### src/rtl/fetch_ctrl.sv
`default_nettype none
`timescale 1ns/1ps
// =============================================================================
// fetch_ctrl : IF-stage fetch sequencer (PC select, imem handshake, decode hand-off)
// Optional perf counters via FETCH_CTRL_PERF_EN.   Revision: 1.0
// =============================================================================
module fetch_ctrl #(
   parameter logic [31:0] RESET_PC = 32'h0000_0000
) (
   input  logic        i_clk,
   input  logic        i_rst_n,
   input  logic [31:0] i_pc,
   input  logic [31:0] i_inc_pc,
   output logic [31:0] o_next_pc,
   output logic        o_imem_req,
   output logic [31:0] o_imem_addr,
   input  logic        i_imem_ready,
   input  logic        i_imem_rvalid,
   input  logic [31:0] i_imem_rdata,
   output logic        o_inst_valid,
   output logic [31:0] o_inst,
   output logic [31:0] o_inst_pc,
   input  logic        i_id_ready,
   input  logic        i_redirect,
   input  logic [31:0] i_redirect_pc,
   input  logic        i_halt,
   output logic        o_halted
`ifdef FETCH_CTRL_PERF_EN
   ,
   output logic [31:0] o_fetch_cnt,
   output logic [15:0] o_kill_cnt
`endif
);

   typedef enum logic [2:0] {
      BOOT = 3'd0,
      REQ  = 3'd1,
      WAIT = 3'd2,
      HOLD = 3'd3,
      DROP = 3'd4,
      HALT = 3'd5
   } state_t;

   state_t      state_q, state_d;
   logic [31:0] inst_q, inst_d;
   logic [31:0] inst_pc_q, inst_pc_d;
   logic        redir_active;

   always_ff @(posedge i_clk) begin
      if (!i_rst_n) begin
         state_q   <= BOOT;
         inst_q    <= '0;
         inst_pc_q <= '0;
      end else begin
         state_q   <= state_d;
         inst_q    <= inst_d;
         inst_pc_q <= inst_pc_d;
      end
   end

   always_comb begin
      state_d      = state_q;
      inst_d       = inst_q;
      inst_pc_d    = inst_pc_q;
      o_next_pc    = i_pc;
      redir_active = i_redirect && (state_q inside {REQ, WAIT, HOLD, DROP});
      case (state_q)
         BOOT: begin
            o_next_pc = RESET_PC;
            state_d   = REQ;
         end
         REQ: begin
            // An accepted request under redirect is stale and must be drained.
            if (i_imem_ready) state_d = i_redirect ? DROP : WAIT;
         end
         WAIT: begin
            if (i_imem_rvalid) begin
               if (i_redirect) begin
                  state_d = REQ;
               end else begin
                  inst_d    = i_imem_rdata;
                  inst_pc_d = i_pc;
                  state_d   = HOLD;
               end
            end else if (i_redirect) begin
               state_d = DROP;
            end
         end
         HOLD: begin
            if (i_redirect) begin
               state_d = REQ;
            end else if (i_id_ready) begin
               o_next_pc = i_inc_pc;
               state_d   = i_halt ? HALT : REQ;
            end
         end
         DROP: begin
            if (i_imem_rvalid) state_d = REQ;
         end
         HALT: state_d = HALT;
         default: state_d = BOOT;
      endcase
      if (redir_active) o_next_pc = {i_redirect_pc[31:2], 2'b00};
   end

   assign o_imem_req   = (state_q == REQ);
   assign o_imem_addr  = i_pc;
   assign o_inst_valid = (state_q == HOLD);
   assign o_inst       = inst_q;
   assign o_inst_pc    = inst_pc_q;
   assign o_halted     = (state_q == HALT);

`ifdef FETCH_CTRL_PERF_EN
   logic [31:0] fetch_cnt_q;
   logic [15:0] kill_cnt_q;
   logic        handshake;
   logic        discard;

   assign handshake = (state_q == HOLD) && i_id_ready;
   assign discard   = i_imem_rvalid &&
                      ((state_q == DROP) || ((state_q == WAIT) && i_redirect));

   always_ff @(posedge i_clk) begin
      if (!i_rst_n) begin
         fetch_cnt_q <= '0;
         kill_cnt_q  <= '0;
      end else begin
         if (handshake) fetch_cnt_q <= fetch_cnt_q + 32'd1;
         if (discard && (kill_cnt_q != 16'hFFFF)) kill_cnt_q <= kill_cnt_q + 16'd1;
      end
   end

   assign o_fetch_cnt = fetch_cnt_q;
   assign o_kill_cnt  = kill_cnt_q;
`endif

endmodule
`default_nettype wire

### config.mk
export PLATFORM = sky130hd
export DESIGN_NAME = fetch_ctrl
export DESIGN_NICKNAME = d
export VERILOG_FILES = /design/src/rtl/fetch_ctrl.sv
export SDC_FILE = /design/constraint.sdc
export NUM_CORES = 1
export LEC_CHECK = 0
export CAP_MARGIN = 20
export CORE_ASPECT_RATIO = 1.2
export CORE_MARGIN = 10
export CORE_UTILIZATION = 39
export CTS_CLUSTER_DIAMETER = 120
export CTS_CLUSTER_SIZE = 12
export DETAILED_ROUTE_END_ITERATION = 8
export GPL_ROUTABILITY_DRIVEN = 1
export MAX_ROUTING_LAYER = met4
export PLACE_DENSITY = 0.89
export SYNTH_ARGS = -nofsm -noshare
export SYNTH_HDL_FRONTEND = slang
export SYNTH_SLANG_ARGS = --single-unit
### constraint.sdc
create_clock -name i_clk -period 2.33 [get_ports i_clk]
set_input_delay 0.233 -clock i_clk [delete_from_list [all_inputs] [get_ports i_clk]]
set_output_delay 0.233 -clock i_clk [all_outputs]
set_load 0.02 [all_outputs]
==> qor.csv, run 1 <==
stage;metric;value;unit
status;status;finished clean;
placed_design;GPL Wtd Cong;0.9306;
clock_network;Post-CTS Repair Setup Buffers;0;
pwr;Leak;0.002297;uW
floorplan;Die Wd;110.9;um
clock_network;htree depth;3;
synth;Syn Area/Cell;8.384;um^2
clock_network;clock latency on the worst-skew pair;320;ps
routing;DRC viols;0;
timing;fmax;441.2;MHz
worst_setup_path;Worst Path Max Fanout;31;
floorplan;Core Area;0.009613;mm^2
timing;Final Skew;6.542;ps
timing;Rel. slew slack;65.59;%
final_layout;most common cell after layout, fill and taps aside;clkdlybuf4s50_1;
floorplan;I/O pin total;266;
clock_network;clock buffer depth;2;
final_layout;fraction of layout cells with a size suffix above 1;18.75;%
timing;final count of hold timing violations;0;
global_route;initial antenna violation count;0;
timing;Final Hold Slack;402.4;ps
worst_setup_path;Setup CP Type;reg2out;
floorplan;Die H;129.1;um
timing;Setup-failing EPs final;0;
routing;Vias;4018;
routing;DRT Pass-1 Iters;4;
floorplan;effective utilization at floorplan;40.21;%
timing;total negative slack;0;ps
global_route;total track usage;20.42;%
routing;Routed WL;15250;um
worst_setup_path;CP arrival;2030;ps
worst_setup_path;CP startpoint kind;flip-flop;
final_layout;Layout area overhead;69.18;%
synth;Net Count, Synth;596;
worst_setup_path;Critical Path RT;2100;ps
synth;Synth Register Bits;67;
placed_design;Detail Placement HPWL;12230;um
synth;Synth cell types;37;
clock_network;clock sinks;67;
routing;1st-iter DRT viols;147;
timing;Slew Limit Fails;0;
timing;crit share post-route;97.28;%
placed_design;dpl ws;-173.5;ps
global_route;first-pass GRT wire length;23040;um
synth;Post-Synthesis Cells;461;
pwr;pwr/cell area;624.0;mW/mm^2
placed_design;I/O Buffers;263;
timing;final worst-path setup slack;63.39;ps
floorplan;FP Rows;39;
final_layout;ant diodes;0;
synth;Ys Warns;0;
final_layout;number of fill cells;785;
routing;DR vias/cell;4.954;
final_layout;Final #Nets;818;
clock_network;Clk pin slew, worst setup/hold paths;60;ps
timing;Tmin final;2267;ps
final_layout;most frequent cells in the layout;clkdlybuf4s50_1 (230), nand2_1 (158), dfxtp_1 (65), a21boi_2 (60), a22oi_1 (31);
timing;measured slew at the worst slew-check pin;508.9;ps
timing;RSZ-0062 raised after global routing;no;
routing;post-route ant nets;0;
clock_network;CTS tree;yes;
floorplan;Die ar.;0.01431;mm^2
clock_network;cts bufs inserted;9;
global_route;vias in the first global route;4140;
pwr;maximum vdd drop;0.5687;mV
run;maximum capacitance violations;0;
routing;Wirelength per Cell;18.81;um
synth;sequential share of the synthesized area;34.70;%
worst_setup_path;Setup crit end kind;output port;
global_route;largest net degree at the start of global routing;43;
global_route;Overflow after GRT;0;
min_path;min-delay worst type;in2reg;
synth;synthesized area;0.003865;mm^2
clock_network;root buffer cell;clkbuf_16;
==> layer usage <==
metal | global-route usage (%) | routed length (um) | vias up
met5 | - | 0 | -
met4 | 6.212 | 287 | 0
met3 | 5.355 | 1030 | 18
met2 | 37.22 | 8089 | 175
met1 | 21.18 | 5842 | 1858
li1 | - | - | 1967
==> per-stage QoR <==
stage | util [%] | std cells | power, uW | area (um^2)
global placement | 65.79 | 795 | 2861 | 6325
floorplan | - | 461 | 2074 | 3865
finish | 68.02 | 811 | 4080 | 6539
global route | 68.02 | 811 | 4272 | 6539
detailed placement | 65.79 | 795 | 2887 | 6325
CTS | 68.61 | 811 | 4148 | 6595
==> power breakdown <==
group | internal (uW) | total, uW | switching, uW
Combinational | 725 | 1520 | 799
Clock | 856 | 1350 | 498
Sequential | 1170 | 1200 | 28.1
==> sequential cells by signal (all words and copies together) (netlist names) <==
register   flops
o_inst        32
o_inst_pc     32
state_q        3
==> Yosys cell counts (all sizes together) <==
master	number	share of area [%]
nand2	158	15
dfxtp	67	35
a21boi	66	19
buf	56	10
o21ai	35	4.5
a22oi	31	6.0
clkbuf	13	3.1
nor2	4	0.39
nor2b	3	0.49
and2b	2	0.45
and3b	2	0.49
and4b	2	0.52
mux2i	2	0.52
nand3	2	0.26
nand3b	2	0.39
nor3	2	0.26
nor4b	2	0.62
a211oi	1	0.32
and2	1	0.19
and3	1	0.16
clkdlybuf4s50	1	0.29
inv	1	0.097
mux2	1	0.29
nand2b	1	0.16
nor3b	1	0.49
o21a	1	0.19
o21bai	1	0.49
or3	1	0.16
xor2	1	0.23
==> what timing repair did <==
item	in CTS	in global routing
pin swaps	0	0
hold buffers	0	0
resized for setup	33	55
endpoints found under the setup margin	30	27
==> worst max-delay path: stages, from the launching register on <==
cell             delay [ps]
dfxtp_4                 370
buf_4                   150
and4b_1                 210
o21bai_4                140
buf_12                  200
a22oi_1                 100
o21ai_0                 160
clkdlybuf4s15_1         350
==> cell families after synthesis <==
kind of cell              count (synthesis)  synth area share [%]
xor gates and xnor gates                  1                0.2267
DFF                                      67                 34.70
and+or+nand+nor                         184                 20.36
buffers and inverters                    71                 13.69
muxes                                     3                0.8093
AOI/OAI and AO/OA                       135                 30.20
==> area by class of cell <==
class | instances | area, um^2 | area share, %
Clock inverter | 6 | 65.06 | 0.9950
Tap cell | 123 | 153.9 | 2.354
Timing Repair Buffer | 281 | 2731 | 41.77
Inverter | 1 | 3.754 | 0.05741
Sequential cell | 67 | 1346 | 20.59
Multi-Input combinational cell | 323 | 1999 | 30.58
Clock buffer | 10 | 239.0 | 3.655
==> path summary, 6_finish.rpt <==
kind                        endpoint                     from  cells past startpoint  slack [ps]
min reg2reg  o_inst[11]$_SDFFE_PN0P_  o_inst[11]$_SDFFE_PN0P_                      2         460
max                     o_next_pc[7]  state_q[0]$_SDFFE_PN0P_                      7          60
max reg2reg   o_inst[6]$_SDFFE_PN0P_  state_q[1]$_SDFFE_PN0P_                      6         580
min          state_q[1]$_SDFFE_PN0P_                  i_rst_n                      3         400
Power figures use the tool's default switching activity.
==> run 2: changes to the inputs <==
--- a/config.mk
+++ b/config.mk
@@ -15,6 +15,7 @@
 export GPL_ROUTABILITY_DRIVEN = 1
 export MAX_ROUTING_LAYER = met4
 export PLACE_DENSITY = 0.89
+export RECOVER_POWER = 100
 export SYNTH_ARGS = -nofsm -noshare
 export SYNTH_HDL_FRONTEND = slang
 export SYNTH_SLANG_ARGS = --single-unit
==> run 2 against run 1 <==
Non-clock buffer count did not move. Critical endpoint unchanged. Design area fell by 3.9%. Largest cell class unchanged. Combinational power fell by 5%. Highest routed layer unchanged. Via count barely moved. Sequential share of layout area rose by 0.83 points. Flip-flop and latch count did not move.
==> qor.csv, run 2 (same netlist as run 1, synthesis figures left out) <==
stage;metric;value;unit;change
final_layout;Final #Nets;818;;unchanged
floorplan;effective utilization at floorplan;40.21;%;unchanged
global_route;first-pass GRT wire length;23040;um;unchanged
clock_network;Post-CTS Repair Setup Buffers;0;;unchanged
min_path;WHS Endpoint;state_q[1]$_SDFFE_PN0P_;;
timing;measured slew at the worst slew-check pin;629.3;ps;+120.4 ps
timing;Final Hold Slack;413.1;ps;+10.62 ps
final_layout;Layout area overhead;62.61;%;
worst_setup_path;R2R Setup Slk;250;ps;-330 ps
worst_setup_path;reg2reg start;state_q[1]$_SDFFE_PN0P_;;
worst_setup_path;CP startpoint kind;flip-flop;;
routing;Vias;4020;;+0.050%
clock_network;clock latency on the worst-skew pair;320;ps;about the same
timing;final count of hold timing violations;0;;unchanged
worst_setup_path;worst-path cell chain;buf_2 > and4b_1 > o21bai_4 > buf_12 > a22oi_1 > o21ai_0 > clkdlybuf4s15_1;;
final_layout;number of fill cells;869;;+11%
worst_setup_path;Critical Path RT;2100;ps;about the same
final_layout;ant diodes;0;;unchanged
clock_network;Hold-fix buffers, CTS;0;;unchanged
routing;DRT Pass-1 Iters;4;;unchanged
placed_design;I/O Buffers;263;;unchanged
floorplan;Die ar.;0.01431;mm^2;unchanged
placed_design;Detail Placement HPWL;12230;um;unchanged
worst_setup_path;slowest cell delay on critical path;370;ps;about the same
timing;RSZ-0062 raised after global routing;no;;
timing;Setup-failing EPs final;0;;unchanged
run;maximum capacitance violations;0;;unchanged
timing;Rel. slew slack;57.45;%;-8.1 points
routing;DRC viols;0;;unchanged
floorplan;Core Area;0.009613;mm^2;unchanged
routing;1st-iter DRT viols;156;;+6.1%
timing;Final Skew;6.892;ps;+0.3496 ps
pwr;Leak;0.002458;uW;+7.0%
final_layout;Storage cell area;0.001346;mm^2;unchanged
floorplan;I/O pin total;266;;unchanged
worst_setup_path;Worst R2R End;o_inst[22]$_SDFFE_PN0P_;;
timing;crit share post-route;96.86;%;-0.42 points
routing;Wirelength per Cell;18.83;um;+0.13%
clock_network;htree depth;3;;unchanged
timing;total negative slack;0;ps;unchanged
final_layout;most frequent cells in the layout;nand2_1 (158), clkdlybuf4s50_1 (132), dlygate4sd3_1 (98), dfxtp_1 (65), a21boi_0 (57);;
final_layout;fraction of layout cells with a size suffix above 1;8.721;%;-10 points
floorplan;FP Rows;39;;unchanged
floorplan;Die Wd;110.9;um;unchanged
global_route;largest net degree at the start of global routing;43;;unchanged
global_route;vias in the first global route;4140;;unchanged
pwr;pwr/cell area;637.9;mW/mm^2;+2.2%
min_path;Hold Crit Start;i_rst_n;;
clock_network;Clk pin slew, worst setup/hold paths;60;ps;about the same
routing;Routed WL;15270;um;+0.13%
min_path;min-delay worst type;in2reg;;
routing;DR vias/cell;4.957;;about the same
worst_setup_path;slowest cell on the critical path;dfxtp_4;;
worst_setup_path;Setup CP Type;reg2out;;
timing;fmax;443.1;MHz;+0.43%
placed_design;GPL Wtd Cong;0.9306;;unchanged
global_route;Overflow after GRT;0;;unchanged
clock_network;cts bufs inserted;9;;unchanged
global_route;initial antenna violation count;0;;unchanged
clock_network;clock sinks;67;;unchanged
worst_setup_path;r2r worst-path depth;6;;unchanged
final_layout;multi-input combinational cell area;0.001780;mm^2;-11%
clock_network;CTS tree;yes;;
worst_setup_path;Worst Path Max Fanout;31;;unchanged
timing;Slew Limit Fails;0;;unchanged
clock_network;clock buffer depth;2;;unchanged
routing;post-route ant nets;0;;unchanged
timing;Tmin final;2257;ps;-9.686 ps
status;status;finished clean;;
global_route;total track usage;20.42;%;unchanged
pwr;maximum vdd drop;0.5632;mV;-0.96%
floorplan;Die H;129.1;um;unchanged
clock_network;root buffer cell;clkbuf_16;;
min_path;Hold Path Depth;3;;unchanged
worst_setup_path;Setup crit end kind;output port;;
final_layout;most common cell after layout, fill and taps aside;nand2_1;;
worst_setup_path;CP arrival;2020;ps;about the same
==> run 2: cell types whose count changed in the layout (fill, tap and decap cells not counted), sizes merged <==
cell           before  now
clkdlybuf4s50     230  132
dlygate4sd3         0   98
buf                22   20
clkbuf             28   30
==> run 2: per-layer routing <==
| metal | GRT usage, % | vias to the layer above | wire [um] |
|---|---|---|---|
| met5 | - | - | 0 |
| met4 | 6.212 | 0 | 286 |
| li1 | - | 1969 | - |
| met2 | 37.22 | 174 | 8052 |
| met1 | 21.18 | 1859 | 5750 |
| met3 | 5.355 | 18 | 1181 |
==> run 2: critical path: cells and delay by family (launching register included) <==
family / cells / cell delay, ps
AOI/OAI and AO/OA: 3 / 400
buffers and inverters: 3 / 700
DFF: 1 / 370
and+or+nand+nor: 1 / 210
==> run 2: cell type report <==
type	instances	share of cell area [%]
Inverter	1	0.05973
Clock inverter	6	1.035
Clock buffer	10	3.803
Timing Repair Buffer	281	42.90
Multi-Input combinational cell	323	28.33
Sequential cell	67	21.42
Tap cell	123	2.449
==> run 2: power by group <==
part           switching [uW]  total [uW]  internal (uW)
clock network             497        1350            856
registers                27.1        1200           1170
logic                     788        1450            666
total                    1310        4010           2700
==> run 2: what timing repair did <==
action                                  CTS  global route
gates resized for setup                  33            55
pin swaps                                 0             0
endpoints found under the setup margin   30            27
cloned                                    0             0
endpoints found under the hold margin     0             0
==> run 2: through the flow <==
stage	cell area [um^2]	total power [uW]	setup WS (ps)	std cells	utilization, %
after floorplan	3865	2074	486.9	461	-
after global placement	6325	2861	-135.1	795	65.79
after detailed placement	6325	2887	-173.5	795	65.79
after CTS	6595	4148	0.9064	811	68.61
after global routing	6285	4200	2.307	811	65.38
final	6285	4009	73.07	811	65.38
==> run 2: worst max path at each step <==
stage	start	to	slack (ps)	depth (start not counted)
after floorplan	state_q[0]$_SDFFE_PN0P_	o_next_pc[3]	490	5
after global placement	i_redirect	o_next_pc[7]	-140	7
after detailed placement	i_redirect	o_next_pc[13]	-170	7
after CTS	state_q[2]$_SDFFE_PN0P_	o_next_pc[13]	0.9	5
after global routing	state_q[1]$_SDFFE_PN0P_	o_next_pc[23]	2	5
final	state_q[0]$_SDFFE_PN0P_	o_next_pc[7]	70	7
